==> src/rtl/register_file_pkg.sv <==
// ----------------------------------------------------------------------------
// register_file_pkg
//   Shared constants and types for the integer register file.
//   XLEN       : native data width (32)
//   REG_ADDR_W : register index width (5 -> 32 architectural registers)
//   REG_ZERO   : index of the hardwired-zero register x0
//   reg_idx_t  : register index type
// ----------------------------------------------------------------------------
package register_file_pkg;

    localparam int XLEN       = 32;
    localparam int REG_ADDR_W = 5;

    typedef logic [REG_ADDR_W-1:0] reg_idx_t;

    localparam reg_idx_t REG_ZERO = '0;

endpackage : register_file_pkg

==> src/rtl/register_file.sv <==
// ----------------------------------------------------------------------------
// register_file
//   Two-read / one-write integer register file with x0 hardwired to zero.
//   Reads are combinational. Writes land on the rising clk edge.
//   The asynchronous reset clears every register immediately.
//
//   Optional feature (compile-time macro REGISTER_FILE_BYPASS_EN):
//     When the macro is defined, a read port whose address matches a pending
//     write (WE3=1, A3!=0, rst=0) returns WD3 combinationally (write-through).
//     When it is undefined, the read port returns the stored value until the
//     write edge.
//
//   Ports
//     clk  : in  1           rising-edge clock
//     rst  : in  1           asynchronous active-high reset
//     WE3  : in  1           write enable, write port 3
//     A1   : in  ADDR_WIDTH  read address, port 1 (rs1)
//     A2   : in  ADDR_WIDTH  read address, port 2 (rs2)
//     A3   : in  ADDR_WIDTH  write address (rd)
//     WD3  : in  DATA_WIDTH  write data
//     RD1  : out DATA_WIDTH  read data, port 1
//     RD2  : out DATA_WIDTH  read data, port 2
// ----------------------------------------------------------------------------
module register_file
    import register_file_pkg::*;
#(
    parameter int DATA_WIDTH = XLEN,
    parameter int ADDR_WIDTH = REG_ADDR_W
) (
    input  logic                  clk,
    input  logic                  rst,
    input  logic                  WE3,
    input  logic [ADDR_WIDTH-1:0] A1,
    input  logic [ADDR_WIDTH-1:0] A2,
    input  logic [ADDR_WIDTH-1:0] A3,
    input  logic [DATA_WIDTH-1:0] WD3,
    output logic [DATA_WIDTH-1:0] RD1,
    output logic [DATA_WIDTH-1:0] RD2
);

    localparam int                    NREGS = 2 ** ADDR_WIDTH;
    localparam logic [ADDR_WIDTH-1:0] ZERO  = ADDR_WIDTH'(REG_ZERO);

    // Storage exists only for x1..x(NREGS-1); x0 has no flops.
    logic [DATA_WIDTH-1:0] regs [1:NREGS-1];

    // Read view with x0 forced to zero, so both read muxes index one array.
    logic [DATA_WIDTH-1:0] rf_view [NREGS];

    logic write_ok;
    assign write_ok = WE3 && (A3 != ZERO);

    always_ff @(posedge clk or posedge rst) begin
        if (rst) begin
            for (int i = 1; i < NREGS; i++) begin
                regs[i] <= '0;
            end
        end else if (write_ok) begin
            regs[A3] <= WD3;
        end
    end

    always_comb begin
        rf_view[0] = '0;
        for (int i = 1; i < NREGS; i++) begin
            rf_view[i] = regs[i];
        end
    end

`ifdef REGISTER_FILE_BYPASS_EN
    // Write-through: a matching pending write is forwarded to the read port.
    // Never for x0 (excluded by write_ok) and never while reset is held.
    logic bypass1;
    logic bypass2;

    assign bypass1 = write_ok && !rst && (A3 == A1);
    assign bypass2 = write_ok && !rst && (A3 == A2);

    assign RD1 = bypass1 ? WD3 : rf_view[A1];
    assign RD2 = bypass2 ? WD3 : rf_view[A2];
`else
    assign RD1 = rf_view[A1];
    assign RD2 = rf_view[A2];
`endif

endmodule : register_file

==> config.mk <==
export PLATFORM = sky130hd
export DESIGN_NAME = register_file
export DESIGN_NICKNAME = d
export VERILOG_FILES = /design/src/rtl/register_file_pkg.sv /design/src/rtl/register_file.sv
export SDC_FILE = /design/constraint.sdc
export NUM_CORES = 2
export LEC_CHECK = 0
export CORE_MARGIN = 3
export CORE_UTILIZATION = 45
export DETAILED_ROUTE_END_ITERATION = 6
export PLACE_DENSITY_LB_ADDON = 0.15
export SYNTH_ARGS = -nofsm -noshare
export SYNTH_HDL_FRONTEND = slang
export SYNTH_SLANG_ARGS = --single-unit
==> constraint.sdc <==
create_clock -name clk -period 62.9 [get_ports clk]
set_input_delay 12.58 -clock clk [delete_from_list [all_inputs] [get_ports clk]]
set_output_delay 12.58 -clock clk [all_outputs]
set_load 0.02 [all_outputs]
==> out/qor.yml <==
syn-mean-instance-area_um2: 14.8
status: "completed"
cell_internal_pwr_mw: 1.39
period_share_pct: 47.6
ff2ff_path_depth: 1
dp.final_hpwl_um: 101000
post-synth-top-count-cell: "mux2_2"
setup_viol: 0
power_density_mw_per_mm2: 32.9
totalPowerFinal_mw: 1.94
critical_path_required_ns: 50.32
clockPowerShare_pct: 34.1
hold_path_startpoint: "regs[357]"
grt_util_all_layers_pct: 29.6
holdPathEnd: "regs[357]"
worst-path-max-fanout: 70
placementRows: 125
relSlewSlack_pct: 13.9
critical_path.slowest_cell: "buf_4"
htree_num_levels: 3
post_synth_main_area_contributors: "dfrtp_1 47%, mux2_2 22%, mux4_2 16%"
io_pins: 114
ctsResizeCount: 0
synth_fp_nets: 3648
first_global_vias: 36300
synth.ff_latch_count: 992
timing.critical_path.max_delay_family: "buffers and inverters"
drtIter0Drc: 3533
synth_common_cells: "1,018 x mux2_2, 992 x dfrtp_1, 384 x mux4_2"
cp_data_arrival_time_ns: 17.34
p_leak_nw: 25.4
sequentialPowerShare_pct: 44.1
flip_flop_count_of_the_largest_register_after_layout: 992
rsz0062_at_grt: "no"
design.core.area_mm2: 0.117
r2r-end: "regs[358]"
initial_utilization_pct: 45.6
routed-via-count: 34700
tritoncts: "built"
area_delta_synth_final_pct: 10.9
count_of_warnings_emitted_by_yosys: 0
num-fill-cells: 9539
route.detailed.wl_per_inst_um: 35.3
post_synth_num_cell_types: 31
detail_route.first_pass.iterations: 5
layout_cell_share_with_drive_strength_beyond_1_pct: 47.5
nNetsFinal: 3554
setup.reg_to_reg.worst_slack_ns: 62.09
worst_hold_path.num_cells: 1
top_area_cell_type_share_of_the_netlist_area_pct: 46.7
critPathCaptureType: "primary output"
hold_path_class: "register to register"
synth_ff_type: "dfrtp_1"
clock_sinks: 992
grt_max_degree: 111
cp_cell_sequence: "buf_8, buf_4, buf_4, mux4_2, mux2i_1, and2_1, o31ai_1, clkdlybuf4s50_1"
reg_top3: "regs x992"
cp_num_cells: 8
antenna_found_initial: 12
final.setup.tns_ns: 0
critical-path-top-cell-by-count: "buf_4"
globalRouteOverflowTotal: 0
place_congestion: 0.812
switching_share_pct: 28.0
clock_path_buffers: 3
worstSkewPairLatency_ns: 0.69
syn-instance-count: 3598
synth_area_leader_cell: "dfrtp_1"
irDropWorstVdd_mv: 0.0226
worst_path_class_setup: "input port to primary output"
cell_area_after_synthesis_mm2: 0.0532
crit_path_max_incr_delay_ns: 0.87
report.final.hold_viol_count: 0
grt_first_pass_wirelength_um: 262000
power_frac_comb_pct: 21.8
synth_sequential_area_ratio_pct: 46.7
cts.repair_timing.setup_buffer_count: 0
maximum_frequency_from_static_timing_analysis_mhz: 33.4
route.detailed.drc: 0
timing.rr.start: "regs[358]"
vias_per_cell: 6.79
bufs_and_invs_on_worst_path: 4
hold_buffers: 0
synth_enable_flop_cells: 0
totalWireLength_um: 181000
cts_inserted_buffers: 111
antenna_left: 0
die_h_um: 350
timing.final.crit_period_ns: 29.92
worst_setup_hold_path_clk_slew_ns: 0.05
placement.io_buffers: 113
maxCapViolCount: 0
cts.root.buffer_cell: "clkbuf_16"
final.setup_skew_ns: 0
switching_power_mw: 0.543
type_of_element_launching_the_critical_path: "input port"
finalMaxSlewViolations: 0
fp.dieArea_mm2: 0.122
synth-async-reset-ratio_pct: 100
fp.dieW_um: 350
max_flop_register: "regs"
hold_ws_ns: 0.505
timing_worst_slew_pin_value_ns: 1.29
[area by class of cell]
type	count	area, um2	share of cell area [%]
multi-input cells	2206	26800	45.4
flip-flops and latches	992	24800	42.1
clock buffers	171	3350	5.67
well taps	1524	1910	3.23
repair buffers	190	1740	2.95
clock inverters	27	335	0.569
inverters	3	18.8	0.0318
diodes	5	12.5	0.0212
[worst max-delay path by stage]
| stage | from | to | slack, ns |
|---|---|---|---|
| 4_1_cts | A2[0] | RD2[15] | 33.04 |
| 3_5_place_dp | A2[0] | RD2[15] | 33.08 |
| 3_3_place_gp | A2[0] | RD2[15] | 33.09 |
| 2_1_floorplan | rst | regs[0] | 22.41 |
| 5_1_grt | A2[0] | RD2[15] | 32.78 |
| 6_report | A2[0] | RD2[15] | 32.98 |
[power by group through the flow]
stage               logic (mW)  clock network (mW)  registers [mW]
floorplan                0.318                   0           0.834
global placement         0.410                   0           0.845
detailed placement       0.420                   0           0.862
CTS                      0.422               0.671           0.851
global route             0.448               0.699           0.869
finish                   0.422               0.661           0.855
[cells by family (layout without fill, tap and decap cells)]
family / after synthesis / in the layout / synth area share [%]
AO/OA/AOI/OAI: 448 / 448 / 6.32
buffers and inverters: 400 / 391 / 3.44
flip-flops: 992 / 992 / 46.7
multiplexers: 1632 / 1632 / 42.2
other: 0 / 5 / 0
AND/OR/NAND/NOR: 126 / 126 / 1.35
[through the flow]
step           std cells  setup slack, ns  utilization [%]  instance area, um2
2_1_floorplan       3598            22.41                -               53200
3_3_place_gp        4915            33.09             47.4               55300
3_5_place_dp        4915            33.08             47.4               55300
4_1_cts             5113            33.04             50.5               59000
5_1_grt             5113            32.78             50.5               59000
6_report            5118            32.98             50.6               59000
[placed cells by master, fill, tap and decap left out, types with 2 or more instances in the layout]
cell type,instances
a22o_1,192
nor2_4,18
a211oi_1,64
bufinv_16,7
clkbuf_1,29
diode_2,5
nand3b_1,4
mux2i_1,192
buf_12,2
o22ai_1,64
nand2_4,7
nor3b_1,4
inv_6,2
mux2_1,38
buf_4,81
nand2_2,10
mux2_2,1018
inv_1,2
buf_8,4
o21ai_1,63
clkbuf_8,28
and2_1,64
clkinv_2,15
mux4_2,384
nor2b_4,6
dfrtp_1,992
o31ai_1,64
clkdlybuf4s50_1,103
clkbuf_16,114
nand3_1,2
nand2b_2,2
[layer usage]
metal,global-route usage [%],vias to the layer above,share of wire [%]
li1,-,13800,-
met1,41.4,19000,42
met2,45.1,1608,45
met3,7.26,373,9.0
met4,10.3,8,3.7
met5,0,-,0.030
No activity file was read; power rests on OpenSTA's default activity.
